File: config.mk
export PLATFORM = sky130hd
export DESIGN_NAME = fir_sample_streamer
export DESIGN_NICKNAME = d
export VERILOG_FILES = /design/src/rtl/fir_sample_streamer.sv
export SDC_FILE = /design/constraint.sdc
export NUM_CORES = 1
export LEC_CHECK = 0
export ABC_CLOCK_PERIOD_IN_PS = 3500
export BUFFER_PORTS_ARGS = -buffer_cell sky130_fd_sc_hd__buf_2
export CAP_MARGIN = 0
export CORE_MARGIN = 10
export CORE_UTILIZATION = 50
export DETAILED_ROUTE_END_ITERATION = 10
export PLACE_DENSITY_LB_ADDON = 0.05
export SYNTH_ARGS = -nofsm -noshare
export SYNTH_HDL_FRONTEND = slang
export SYNTH_SLANG_ARGS = --single-unit
export TNS_END_PERCENT = 1
File: constraint.sdc
create_clock -name clock -period 3.5 [get_ports clock]
set_input_delay 0.525 -clock clock [delete_from_list [all_inputs] [get_ports clock]]
set_output_delay 0.525 -clock clock [all_outputs]
set_load 0.005 [all_outputs]
File: src/rtl/fir_sample_streamer.sv
// fir_sample_streamer: FIFO-fed paced sample source for the fir xin input, with zero flush and done pulse.
// Optional FIR_STREAMER_REPLAY_EN turns the FIFO into a circular pattern buffer during a run.
module fir_sample_streamer #(
  parameter int DATA_W    = 16,
  parameter int DEPTH     = 16,
  parameter int DIV_W     = 8,
  parameter int CNT_W     = 16,
  parameter int FLUSH_LEN = 10
) (
  input  logic                       clock,
  input  logic                       reset,
  input  logic                       wr_en,
  input  logic [DATA_W-1:0]          wr_data,
  output logic                       full,
  output logic [$clog2(DEPTH):0]     level,
  input  logic                       start,
  input  logic                       abort,
  input  logic [DIV_W-1:0]           rate_div,
  input  logic [CNT_W-1:0]           num_samples,
  output logic [DATA_W-1:0]          xin,
  output logic                       xin_valid,
  output logic                       busy,
  output logic                       underrun,
  output logic                       done
);
  localparam int AW = $clog2(DEPTH);
  localparam int LW = AW + 1;
  localparam int FW = $clog2(FLUSH_LEN + 2);
  typedef enum logic [1:0] {IDLE, RUN, FLUSH, DONE} state_t;
  state_t            state, state_n;
  logic [DIV_W-1:0]  rate, rate_n, tcnt, tcnt_n;
  logic [CNT_W-1:0]  rem, rem_n;
  logic [FW-1:0]     fcnt, fcnt_n;
  logic [DATA_W-1:0] mem [DEPTH];
  logic [AW-1:0]     rp, wp;
  logic [DATA_W-1:0] head, xin_n, wdata;
  logic [LW-1:0]     level_n;
  logic              xv_n, und_n, done_n, busy_n, pop, wr, tick, empty;
  assign head   = mem[rp];
  assign empty  = level == '0;
  assign tick   = state != IDLE && tcnt == '0;
  assign busy_n = state_n != IDLE;
`ifdef FIR_STREAMER_REPLAY_EN
  // popped head is re-pushed at the tail, so a run never changes the occupancy
  assign wr      = pop || (wr_en && state == IDLE && !full);
  assign wdata   = pop ? head : wr_data;
  assign level_n = level + LW'(wr && !pop);
`else
  assign wr      = wr_en && (!full || pop);
  assign wdata   = wr_data;
  assign level_n = level + LW'(wr) - LW'(pop);
`endif
  always_comb begin
    state_n = state;
    rate_n  = rate;
    tcnt_n  = (tcnt == rate) ? '0 : tcnt + 1'b1;
    rem_n   = rem;
    fcnt_n  = fcnt;
    xin_n   = xin;
    xv_n    = 1'b0;
    und_n   = underrun;
    done_n  = 1'b0;
    pop     = 1'b0;
    if (state == IDLE) begin
      tcnt_n = '0;
      if (start && num_samples != '0) begin
        state_n = RUN;
        rate_n  = rate_div;
        rem_n   = num_samples;
        und_n   = 1'b0;
      end else done_n = start;
    end else if (abort) begin
      state_n = IDLE;
      tcnt_n  = '0;
    end else if (tick) begin
      if (state == RUN) begin
        pop    = !empty;
        xin_n  = empty ? '0 : head;
        xv_n   = 1'b1;
        und_n  = underrun | empty;
        rem_n  = rem - 1'b1;
        fcnt_n = FW'(FLUSH_LEN);
        if (rem == CNT_W'(1)) state_n = (FLUSH_LEN == 0) ? DONE : FLUSH;
      end else if (state == FLUSH) begin
        xin_n  = '0;
        xv_n   = 1'b1;
        fcnt_n = fcnt - 1'b1;
        if (fcnt == FW'(1)) state_n = DONE;
      end else begin
        // done waits one full tick period after the last flush sample
        done_n  = 1'b1;
        state_n = IDLE;
      end
    end
  end
  always_ff @(posedge clock or negedge reset) begin
    if (!reset) begin
      state     <= IDLE;
      rate      <= '0;
      tcnt      <= '0;
      rem       <= '0;
      fcnt      <= '0;
      rp        <= '0;
      wp        <= '0;
      level     <= '0;
      full      <= 1'b0;
      xin       <= '0;
      xin_valid <= 1'b0;
      busy      <= 1'b0;
      underrun  <= 1'b0;
      done      <= 1'b0;
    end else begin
      state     <= state_n;
      rate      <= rate_n;
      tcnt      <= tcnt_n;
      rem       <= rem_n;
      fcnt      <= fcnt_n;
      rp        <= rp + AW'(pop);
      wp        <= wp + AW'(wr);
      level     <= level_n;
      full      <= level_n == LW'(DEPTH);
      xin       <= xin_n;
      xin_valid <= xv_n;
      busy      <= busy_n;
      underrun  <= und_n;
      done      <= done_n;
    end
  end
  always_ff @(posedge clock) begin
    if (wr) mem[wp] <= wdata;
  end
endmodule

# After elaboration in Yosys (flattened, before gate mapping)
# Memory sizes are Yosys's and may differ from the RTL's.
# Index checks and enable logic that the tools add are counted.
dict set report op_classes {
  eq_ne 8
  addsub 7
  reduce_logical 18
  mux 43
  n_bitwise 3
}
# cell count
set ops {}
lappend ops {{$mux 16} 8}
lappend ops {{$mux 8} 3}
lappend ops {{$mux 1} 22}
lappend ops {{$eq 16x1->1 const B} 1}
lappend ops {{$mux 2} 8}
lappend ops {{$reduce_bool 16->1} 1}
lappend ops {{$sub 16x1->16 const B} 1}
lappend ops {{$reduce_bool 2->1} 5}
lappend ops {{$add 4x1->4} 2}
lappend ops {{$add 8x1->8 const B} 1}
lappend ops {{$eq 8x8->1} 1}
lappend ops {{$logic_not 8->1} 1}
lappend ops {{$mux 4} 2}
lappend ops {{$reduce_and 4->1} 2}
lappend ops {{$add 5x1->5} 1}
lappend ops {{$eq 5x5->1 const B} 1}
lappend ops {{$logic_not 5->1} 1}
lappend ops {{$sub 5x1->5} 1}
lappend ops {{$eq 4x1->1 const B} 1}
lappend ops {{$ne 2x1->1 const B} 2}
lappend ops {{$sub 4x1->4 const B} 1}
lappend ops {{$logic_and 1x1->1} 3}
lappend ops {{$eq 2x1->1 const B} 1}
lappend ops {{$eq 2x2->1 const B} 1}
lappend ops {{6 further kinds} 8}
dict set report word_totals {
  in_bits 45
  out_inout_bits 26
  wordCells 94
  mem_count 1
  ram_bits 256
  reg_bits 72
}
# memory depth width read_ports rd_ports_with_merged_regs wr line
set mem_list {}
lappend mem_list {mem 16 16 1 0 1 34} ;# logic [DATA_W-1:0] mem [DEPTH];

# Depth between registers and ports, before layout
# Gate-level depths: netlist of run 1.
dict set report depth {
  word_depth 11
  mapped_depth 17
  depth_no_buf 15
}

# Least setup slack after synthesis of run 1
# Ideal clock, no wire load.
dict set report synth_timing {
  kind {reg2reg}
  from {register state[0]}
  to {memory mem[1][0], enable pin}
  setup_time_ns 0.430
  n_path_buf 1
  path_slack_ns -0.185
  stages_incl_launch_ff 9
  required_time_ns 3.070
  arrival_time_ns 3.254
  period_less_slack_ns 3.685
  path_cell_list {dfrtp_1 > inv_1 > ha_1 > bufbuf_16 > nor2_1 > nand4_4 > o21ai_1 > nand2_2 > nor4_1}
}
dict set report synth_between {
  elab_chain_cells 9
  word_cells_on_any_way 12
  classes_between {eq/ne (1); mux (6); reduce/logical (5)}
}
# item line
set synth_rtl {}
lappend synth_rtl {{start: declaration} 30} ;# state_t state, state_n;
lappend synth_rtl {{start signal: assignment} 113} ;# state <= state_n;
lappend synth_rtl {{$eq 2x1->1 / $reduce_bool 2->1 (equally long branches)} {76, 41}}
lappend synth_rtl {{$mux 1 / $logic_and 1x1->1 (equally long branches)} {76, 41}}
lappend synth_rtl {{$mux 1} 75} ;# end else if (tick) begin
lappend synth_rtl {{$mux 1} 72} ;# end else if (abort) begin
lappend synth_rtl {{$mux 1 (*)} 64} ;# if (state == IDLE) begin
lappend synth_rtl {{$logic_or 1x1->1 (*)} 49} ;# assign wr = wr_en && (!full || pop);
lappend synth_rtl {{$logic_and 1x1->1 (*)} 49}
lappend synth_rtl {{$mux 1 (*)} 130} ;# if (wr) mem[wp] <= wdata;
lappend synth_rtl {{$mux 1 (not written as such) (*)} 130}
lappend synth_rtl {{end: declaration} 34}
# Every way passes the cells marked *; elsewhere a longest branch is shown, timed or not.

# Worst setup path in the final report of run 1
dict set report layout_timing {
  from {register tcnt[3]}
  to {register full}
}
dict set report layout_between {
  elab_chain_cells 10
}
# item line
set layout_rtl {}
lappend layout_rtl {{start: declaration} 31} ;# logic [DIV_W-1:0] rate, rate_n, tcnt, tcnt_n;
lappend layout_rtl {{start signal: assignment} 115} ;# tcnt <= tcnt_n;
lappend layout_rtl {{$logic_not 8->1 (*)} 41} ;# assign tick = state != IDLE && tcnt == '0;
lappend layout_rtl {{$logic_and 1x1->1 (*)} 41}
lappend layout_rtl {{$mux 1 (*)} 75}
lappend layout_rtl {{$mux 1 (*)} 72}
lappend layout_rtl {{$mux 1 (*)} 64}
lappend layout_rtl {{$logic_or 1x1->1} 49}
lappend layout_rtl {{$logic_and 1x1->1} 49}
lappend layout_rtl {{$add 5x1->5} 51} ;# assign level_n = level + LW'(wr) - LW'(pop);
lappend layout_rtl {{$sub 5x1->5 (*)} 51}
lappend layout_rtl {{named net level_n[4]} 37} ;# logic [LW-1:0] level_n;
lappend layout_rtl {{$eq 5x5->1 (*)} 121} ;# full <= level_n == LW'(DEPTH);
lappend layout_rtl {{end signal: assignment} 121}
lappend layout_rtl {{end: declaration} 14} ;# output logic full,
# Mark *: on every way through the listed nets, which the timed path passes. The rest lies on a longest branch.
# A chain may end at the register's enable or synchronous reset.

==> results.sh, run 1 <==
export IMPL_yosys_area_share_simple_pct=6.97
export IMPL_hp_class="in -> async"
export IMPL_avgSynthCellArea_um2=16.8
export IMPL_yosysSeqAreaShare_pct=70.4
export IMPL_firstDrtPassIters=5
export IMPL_synth_cells=804
export IMPL_min_period_over_period_pct=94.3
export IMPL_clock_latency_ps=510
export IMPL_critPathKind="reg -> reg"
export IMPL_remaining_drc_errors=0
export IMPL_finalPower_uw=13100
export IMPL_die_h_um=184
export IMPL_fin_nets=973
export IMPL_die_x_um=184
export IMPL_drtAntennaViolNets=0
export IMPL_worstMarginPinSlew_ps=939
export IMPL_first_iter_violations=397
export IMPL_synthMostInstantiatedCell="edfxtp_1"
export IMPL_vias=7410
export IMPL_relSlewSlack_pct=37.4
export IMPL_maxCapViolCount=0
export IMPL_synth_cell_types=62
export IMPL_initial_utilization_pct=50.5
export IMPL_synth_nets=869
export IMPL_slowest_delay_ps=460
export IMPL_yosysTopAreaCell="edfxtp_1"
export IMPL_synth_compound_area_share_pct=4.37
export IMPL_cts_root_buffer="clkbuf_16"
export IMPL_htree_levels=2
export IMPL_final_max_slew_violation_count=0
export IMPL_skew_ps=11.8
export IMPL_grt_max_degree=73
export IMPL_setup_viol=0
export IMPL_cts_tree="built"
export IMPL_rsz0062_at_grt="false"
export IMPL_cts_clk_slew_worst_paths_ps=60
export IMPL_grt_pass1_wl_mm=45.3
export IMPL_antenna_cells=0
export IMPL_drive_gt1_share_pct=27.7
export IMPL_synth_area_top_cells="edfxtp_1 57%, dfrtp_1 13%, mux4_2 10%"
export IMPL_grt_usage_pct=17.4
export IMPL_synth_edff_count=256
export IMPL_yosys_warnings=0
export IMPL_cts_sinks=328
export IMPL_synth_top_family_by_area="multiplexers"
export IMPL_fp_coreArea_um2=26700
export IMPL_fmax_ghz=0.303
export IMPL_synth_ff_type="edfxtp_1"
export IMPL_io_pins=71
export IMPL_portBuffers=70
export IMPL_crit_top_cell="ha_1"
export IMPL_p_leak_uw=0.00559
export IMPL_overflow=0
export IMPL_fillerInstances=2018
export IMPL_via_per_inst=5.82
export IMPL_crit_slowest_cell="dfrtp_1"
export IMPL_syn_cell_area_um2=13500
export IMPL_async_flop_share_pct=22.0
export IMPL_cts_hold_buf=0
export IMPL_powerDensity_nw_per_um2=838
export IMPL_synth_common_cells="256 x edfxtp_1, 72 x dfrtp_1, 60 x mux4_2"
export IMPL_status="finished clean"
export IMPL_globalplace_congestion=0.825
export IMPL_crit_arrival_ps=3680
export IMPL_fin_setup_tns_ps=0
export IMPL_seqCellArea_um2=9500
export IMPL_dieArea_um2=33900
export IMPL_hold_viol=0
export IMPL_syn_to_final_growth_pct=15.7
export IMPL_synth_xor_area_share_pct=1.56
export IMPL_worstSetupEndpointType="flip-flop"
export IMPL_muxShareOfSynthArea_pct=13.0
export IMPL_synth_top_cell_area_share_pct=57.0
export IMPL_grt_pass1_vias=7874
export IMPL_multiInputGateArea_um2=3840
export IMPL_crit_path_start_kind="flip-flop"
export IMPL_wirelength_mm=28.7
export IMPL_clockBufferDepth=3
export IMPL_cp_cell_sequence="nor4_4, nand4_4, o21ai_1, nand2_2, ha_1, inv_1, ha_1, fa_1, a21oi_1, o21bai_1, xnor2_1, nand2b_1, nor4_1"
export IMPL_timing_hold_ws_ps=169
export IMPL_synth_fa_ha_area_share_pct=1.91
export IMPL_finalCriticalPeriod_ps=3300
export IMPL_synth_seq_cells=328
export IMPL_peakVddDrop_uv=463
export IMPL_hpwlAfterDp_mm=18.1
export IMPL_required_ps=3880
export IMPL_antenna_found_initial=0
export IMPL_cts_buffers=37
export IMPL_path_max_fanout=10
export IMPL_rows=60
export IMPL_routedWlPerCell_um=22.6
## layout make-up
cell class                 instances  area share (%)
sequential                       328            60.9
multi-input combinational        423            24.6
clock buffer                      44            6.17
timing repair buffer             100            3.87
tap                              341            2.74
clock inverter                    20            1.31
inverter                          18           0.433
## power breakdown
| group | switching [uW] | internal, uW |
|---|---|---|
| sequential | 549 | 4880 |
| combinational | 2160 | 1780 |
| clock | 1450 | 2250 |
| total | 4160 | 8910 |
## logic make-up after synthesis
family	after synthesis
buffers and inverters	53
adders and majority gates	20
xor gates and xnor gates	24
AOI/OAI and AO/OA	99
DFF	328
and+or+nand+nor	182
muxes	98
## per-layer routing
layer | GRT usage, % | routed length [um]
met1 | 22.3 | 12400
met2 | 29.6 | 14500
met3 | 3.05 | 1200
met4 | 4.95 | 662
met5 | 0 | 0
## cell usage in the layout, fill, tap and decap left out, drive strengths merged, types with 3 or more instances in the layout
| master | count |
|---|---|
| clkinv | 14 |
| a21o | 4 |
| a21oi | 33 |
| inv | 19 |
| o211ai | 4 |
| buf | 100 |
| dfrtp | 72 |
| clkbuf | 44 |
| nand2 | 59 |
| nand3 | 18 |
| ha | 19 |
| xnor2 | 14 |
| a22oi | 4 |
| nand4 | 7 |
| mux2i | 24 |
| a211oi | 3 |
| nor3 | 15 |
| or4 | 4 |
| mux2 | 14 |
| mux4 | 60 |
| xor2 | 10 |
| edfxtp | 256 |
| nor2 | 40 |
| o21ai | 31 |
| a31oi | 3 |
| nand2b | 5 |
| o22ai | 6 |
| nor4 | 16 |
| bufinv | 4 |
## worst paths after layout
kind	from	to	slack [ps]	cells after the start
hold reg to reg	xin[15]$_DFFE_PN0P_	xin[15]$_DFFE_PN0P_	470	1
max in group asynchronous	reset	rp[0]$_DFF_PN0_	2640	1
setup reg to reg	tcnt[3]$_DFF_PN0_	full$_DFF_PN0_	200	13
min in group clock	rate_div[7]	rate[7]$_DFFE_PN0P_	210	3
hold / removal	reset	rem[10]$_DFFE_PN0P_	170	1
setup / recovery	tcnt[3]$_DFF_PN0_	full$_DFF_PN0_	200	13
## worst max-delay path, delay by kind of cell (launching register included)
kind	cells	cell delay, ps
AND/OR/NAND/NOR	5	1100
AO/OA/AOI/OAI	3	470
buffers and inverters	1	40
XOR/XNOR	1	220
adder cells (fa/ha/maj)	3	880
flip-flops	1	460
## through the flow
stage | utilization, % | cell area [um^2] | std cells | worst slack (ps)
global route | 58.4 | 15600 | 1274 | 4.06
floorplan | - | 13500 | 804 | -185
detailed placement | 54.0 | 14400 | 1210 | 118
global placement | 54.0 | 14400 | 1210 | 406
finish | 58.4 | 15600 | 1274 | 198
CTS | 58.3 | 15600 | 1274 | 98.6
## timing repair
action,CTS,global route
setup endpoints to repair,0,1
resized for setup,0,2
buffers inserted,0,0
## sequential cells by signal, indices dropped and copies added (netlist names), 2 cells and up
signal	flops
mem	256
rem	16
xin	16
rate	8
tcnt	8
level	5
fcnt	4
rp	4
wp	4
state	2
Note: power is estimated with default switching activity, not from simulation.
==> run 2: changes to the inputs <==
PLACE_DENSITY = 0.67   (was unset)
PLACE_DENSITY_LB_ADDON = unset   (was 0.05)
==> run 2 against run 1 <==
  * Core utilization is 0.38 points higher
  * Clock power hardly changed
  * Cell count is 0.71% higher
  * Wire length is 0.17% higher
  * Critical path depth is 2 higher
  * Worst setup slack better by 160 ps
  * Worst hold slack worse by 39 ps
  * Clock skew is 14 ps higher
  * Sequential share of layout area is 0.39 points lower
  * First-iteration DRC count is 70% higher
  * Combinational power hardly changed
  * Register-to-register slack better by 160 ps
  * Largest power group unchanged
==> results.sh, run 2 (synthesized netlist as in run 1, its figures left out) <==
export IMPL_fin_area_um2=15700
export IMPL_final_max_slew_violation_count=0
export IMPL_status="finished clean"
export IMPL_required_ps=3920
export IMPL_crit_top_cell="ha_1"
export IMPL_critPathKind="reg -> reg"
export IMPL_first_iter_violations=675
export IMPL_grt_pass1_wl_mm=45.6
export IMPL_vias=7389
export IMPL_remaining_drc_errors=0
export IMPL_finalCriticalPeriod_ps=3140
export IMPL_die_h_um=184
export IMPL_cts_clk_slew_worst_paths_ps=60
export IMPL_setup_viol=0
export IMPL_wl_met3_mm=1.65
export IMPL_regMostFlops="mem"
export IMPL_overflow=0
export IMPL_crit_buf_inv=3
export IMPL_p_clk_share_pct=28.2
export IMPL_intPower_uw=8880
export IMPL_via_per_inst=5.76
export IMPL_path_max_fanout=9
export IMPL_grt_usage_pct=17.5
export IMPL_crit_path_start_kind="flip-flop"
export IMPL_finalPower_uw=13100
export IMPL_crit_arrival_ps=3560
export IMPL_wl_met1_mm=12.8
export IMPL_cts_root_buffer="clkbuf_16"
export IMPL_fp_coreArea_um2=26700
export IMPL_final_common_cell="edfxtp_1"
export IMPL_largest_register_ffs=256
export IMPL_antenna_found_initial=2
export IMPL_fillerInstances=2021
export IMPL_cts_setup_buffers=0
export IMPL_fmax_ghz=0.318
export IMPL_cts_buffers=34
export IMPL_fin_ws_ps=360
export IMPL_netSwitchingPower_uw=4180
export IMPL_worstSetupEndpointType="flip-flop"
export IMPL_skew_ps=26.1
export IMPL_globalplace_congestion=0.864
export IMPL_place_area_um2=14500
export IMPL_crit_family="adder cells"
export IMPL_worstMarginPinSlew_ps=941
export IMPL_fin_nets=980
export IMPL_dieArea_um2=33900
export IMPL_placed_cells=1220
export IMPL_die_x_um=184
export IMPL_crit_slowest_cell="dfrtp_1"
export IMPL_cp_cell_sequence="inv_1, ha_1, nor3b_4, nand4_4, buf_4, nor2_1, ha_1, inv_1, ha_1, fa_1, a21oi_1, o21bai_1, xnor2_1, nand2b_1, nor4_1"
export IMPL_initial_utilization_pct=50.5
export IMPL_powerDensity_nw_per_um2=832
export IMPL_htree_levels=2
export IMPL_reg_top3="mem x256, rem x16, xin x16"
export IMPL_rsz0062_at_grt="false"
export IMPL_hpwlAfterDp_mm=18.5
export IMPL_io_pins=71
export IMPL_drive_gt1_share_pct=28.3
export IMPL_cts_tree="built"
export IMPL_hp_class="in -> async"
export IMPL_dr_wl_met2_mm=13.7
export IMPL_p_leak_uw=0.00565
export IMPL_portBuffers=70
export IMPL_final_util_pct=58.7
export IMPL_seqPwrFrac_pct=41.9
export IMPL_slowest_delay_ps=460
export IMPL_firstDrtPassIters=5
export IMPL_maxCapViolCount=0
export IMPL_drtAntennaViolNets=0
export IMPL_rows=60
export IMPL_place_ws_ps=327
export IMPL_peakVddDrop_uv=520
export IMPL_syn_to_final_growth_pct=16.4
export IMPL_clockBufferDepth=3
export IMPL_p_comb_share_pct=29.9
export IMPL_wirelength_mm=28.8
export IMPL_grt_max_degree=73
export IMPL_layout_cells_non_filler=1283
export IMPL_cts_sinks=328
export IMPL_clock_latency_ps=530
export IMPL_hold_viol=0
export IMPL_p_sw_share_pct=32.0
export IMPL_grt_pass1_vias=7742
export IMPL_min_period_over_period_pct=89.7
export IMPL_highest_layer="met5"
export IMPL_routedWlPerCell_um=22.4
export IMPL_most_common_layout_cells="256 x edfxtp_1, 69 x dfrtp_1, 69 x buf_2, 60 x mux4_2, 58 x nand2_1"
export IMPL_relSlewSlack_pct=37.3
run 2: layout make-up:
class,instances,area (um^2),area share [%]
Timing Repair Buffer,110,716,4.56
Inverter,18,67.6,0.430
Sequential cell,328,9500,60.5
Clock buffer,43,885,5.63
Multi-Input combinational cell,423,3840,24.4
Tap cell,341,427,2.72
Clock inverter,19,270,1.72
Antenna cell,1,2.50,0.0159
run 2: power groups by stage:
stage                     clock network [uW]  registers (uW)  logic, uW
after floorplan                            0            5230       2930
final                                   3680            5470       3910
after detailed placement                   0            5540       3940
after global routing                    3930            5560       4320
after CTS                               3760            5480       3960
after global placement                     0            5530       3900
run 2: path summary, 6_finish.rpt:
kind | endpoint | depth (start not counted) | slack, ps | from
setup / recovery | full$_DFF_PN0_ | 15 | 360 | tcnt[0]$_DFF_PN0_
hold / removal | xin[6]$_DFFE_PN0P_ | 1 | 130 | reset
setup reg to reg | full$_DFF_PN0_ | 15 | 360 | tcnt[0]$_DFF_PN0_
hold reg to reg | xin[7]$_DFFE_PN0P_ | 2 | 470 | xin[7]$_DFFE_PN0P_
max in group asynchronous | rp[0]$_DFF_PN0_ | 1 | 2630 | reset
min in group clock | rate[4]$_DFFE_PN0P_ | 3 | 200 | rate_div[4]
run 2: per-layer routing:
metal | vias to the layer above | track usage, %
li1 | 3381 | -
met1 | 3755 | 24.1
met2 | 203 | 27.7
met3 | 48 | 3.52
met4 | 2 | 4.88
met5 | - | 0
run 2: repair_timing:
action,in CTS,in global routing
setup endpoints to repair,0,1
hold buffers,0,0
resized for setup,0,1
run 2: through the flow:
step / hold WS (ps) / setup TNS [ps]
global placement: 459 / 0
CTS: 161 / 0
floorplan: 229 / -17730
global route: 195 / 0
finish: 130 / 0
detailed placement: 468 / 0
==> run 3: changes to the inputs <==
ABC_CLOCK_PERIOD_IN_PS = 3400   (was 3500)
CTS_BUF_LIST = sky130_fd_sc_hd__clkbuf_8   (was unset)
PLACE_DENSITY = 0.64   (was 0.67)
clock period = 3.4 ns   (was 3.5 ns; I/O delays follow)
==> run 3 against run 2 <==
  * Worst hold slack got worse by 68 ps
  * Wire length is 1.1% higher
  * Non-clock buffer count stayed put
  * Critical path type unchanged
==> results.sh, run 3 (synthesized netlist as in run 1, its figures left out) <==
export IMPL_path_max_fanout=7
export IMPL_die_h_um=184
export IMPL_hp_class="in -> async"
export IMPL_grt_pass1_vias=7980
export IMPL_fin_area_um2=15500
export IMPL_maxCapViolCount=0
export IMPL_antenna_cells=0
export IMPL_cts_sinks=328
export IMPL_cts_root_buffer="clkbuf_8"
export IMPL_reg_top3="mem x256, rem x16, xin x16"
export IMPL_skew_ps=49.8
export IMPL_cts_hold_buf=0
export IMPL_firstDrtPassIters=5
export IMPL_fp_coreArea_um2=26700
export IMPL_first_iter_violations=690
export IMPL_multiInputGateArea_um2=3840
export IMPL_remaining_drc_errors=0
export IMPL_finalCriticalPeriod_ps=3210
export IMPL_reg2reg_depth=15
export IMPL_r2r_start="tcnt[1]$_DFF_PN0_"
export IMPL_required_ps=3850
export IMPL_worstSetupEndpointType="flip-flop"
export IMPL_via_per_inst=5.79
export IMPL_powerDensity_nw_per_um2=831
export IMPL_worstMarginPinSlew_ps=956
export IMPL_clock_latency_ps=600
export IMPL_r2r_end="full$_DFF_PN0_"
export IMPL_regToRegSetupSlack_ps=190
export IMPL_fin_nets=1000
export IMPL_clockBufferDepth=3
export IMPL_regMostFlops="mem"
export IMPL_overflow=0
export IMPL_status="finished clean"
export IMPL_vias=7652
export IMPL_initial_utilization_pct=50.5
export IMPL_globalplace_congestion=0.892
export IMPL_final_util_pct=58.2
export IMPL_hold_viol=0
export IMPL_htree_levels=2
export IMPL_final_max_slew_violation_count=0
export IMPL_dieArea_um2=33900
export IMPL_die_x_um=184
export IMPL_cts_buffers=54
export IMPL_crit_path_start_kind="flip-flop"
export IMPL_grt_pass1_wl_mm=45.3
export IMPL_cts_tree="built"
export IMPL_portBuffers=70
export IMPL_most_common_layout_cells="256 x edfxtp_1, 70 x dfrtp_1, 69 x buf_2, 60 x mux4_2, 58 x nand2_1"
export IMPL_antenna_found_initial=1
export IMPL_wirelength_mm=29.1
export IMPL_p_leak_uw=0.00565
export IMPL_cts_clk_slew_worst_paths_ps=60
export IMPL_drtAntennaViolNets=0
export IMPL_largest_register_ffs=256
export IMPL_fmax_ghz=0.311
export IMPL_grt_max_degree=73
export IMPL_drive_gt1_share_pct=29.8
export IMPL_crit_arrival_ps=3660
export IMPL_final_common_cell="edfxtp_1"
export IMPL_seqCellArea_um2=9490
export IMPL_peakVddDrop_uv=434
export IMPL_relSlewSlack_pct=36.3
export IMPL_fillerInstances=2058
export IMPL_hpwlAfterDp_mm=17.8
export IMPL_rows=60
export IMPL_min_period_over_period_pct=94.4
export IMPL_grt_usage_pct=17.2
export IMPL_place_area_um2=14400
export IMPL_setup_viol=0
export IMPL_critPathKind="reg -> reg"
export IMPL_io_pins=71
export IMPL_routedWlPerCell_um=22.0
export IMPL_syn_to_final_growth_pct=15.3
## run 3: final cells by class
cell class                 instances  area share (%)
clock buffer                      55            4.87
clock inverter                    46            1.81
inverter                          18           0.435
multi-input combinational        423            24.7
sequential                       328            61.1
tap                              341            2.74
timing repair buffer             110            4.36
## run 3: critical path, stage by stage, from the launching register on
cell and delay [ps]:
dfrtp_1 440, inv_1 90, ha_1 130, nor3b_4 290, nand4_4 210, o21ai_2 180
nand2_2 70, ha_1 260, inv_1 40, ha_1 200, fa_1 420, a21oi_1 170
o21bai_1 90, xnor2_1 210, nand2b_1 70, nor4_1 210
## run 3: metal layers
layer | global-route usage (%) | share of wire [%] | up-vias
li1 | - | - | 3425
met3 | 3.45 | 5.9 | 57
met1 | 22.0 | 42 | 3922
met2 | 28.9 | 50 | 246
met5 | 0 | 0.062 | -
met4 | 5.93 | 2.3 | 2
## run 3: timing repair
item | 4_1_cts | 5_1_grt
endpoints found under the setup margin | 1 | 1
pin swaps | 0 | 2
gates resized for setup | 1 | 2
setup buffers | 0 | 7
## run 3: report_power, final
group	internal [uW]	total, uW	switching [uW]	leakage [uW]
sequential	5030	5520	495	0.00321
clock	1690	3260	1570	0.000579
combinational	1870	4140	2270	0.00186
## run 3: worst max path at each step
stage	from	endpoint	slack, ps	cells after the start
finish	tcnt[1]$_DFF_PN0_	full$_DFF_PN0_	190	15
global route	tcnt[1]$_DFF_PN0_	full$_DFF_PN0_	-40	15
detailed placement	tcnt[1]$_DFF_PN0_	full$_DFF_PN0_	-30	15
CTS	tcnt[1]$_DFF_PN0_	full$_DFF_PN0_	60	15
global placement	tcnt[1]$_DFF_PN0_	full$_DFF_PN0_	210	15
floorplan	state[0]$_DFF_PN0_	mem[1][0]$_DFFE_PP_	-280	8
## run 3: per-stage QoR
| step | hold slack (ps) | TNS [ps] | std cells | power (uW) | setup WS, ps |
|---|---|---|---|---|---|
| floorplan | 214 | -27330 | 804 | 8400 | -285 |
| global placement | 456 | 0 | 1213 | 9570 | 212 |
| detailed placement | 465 | -31.1 | 1213 | 9710 | -31.1 |
| CTS | 61.2 | 0 | 1314 | 13000 | 55.7 |
| global route | 120 | -37.7 | 1321 | 13700 | -37.7 |
| finish | 61.6 | 0 | 1321 | 12900 | 189 |
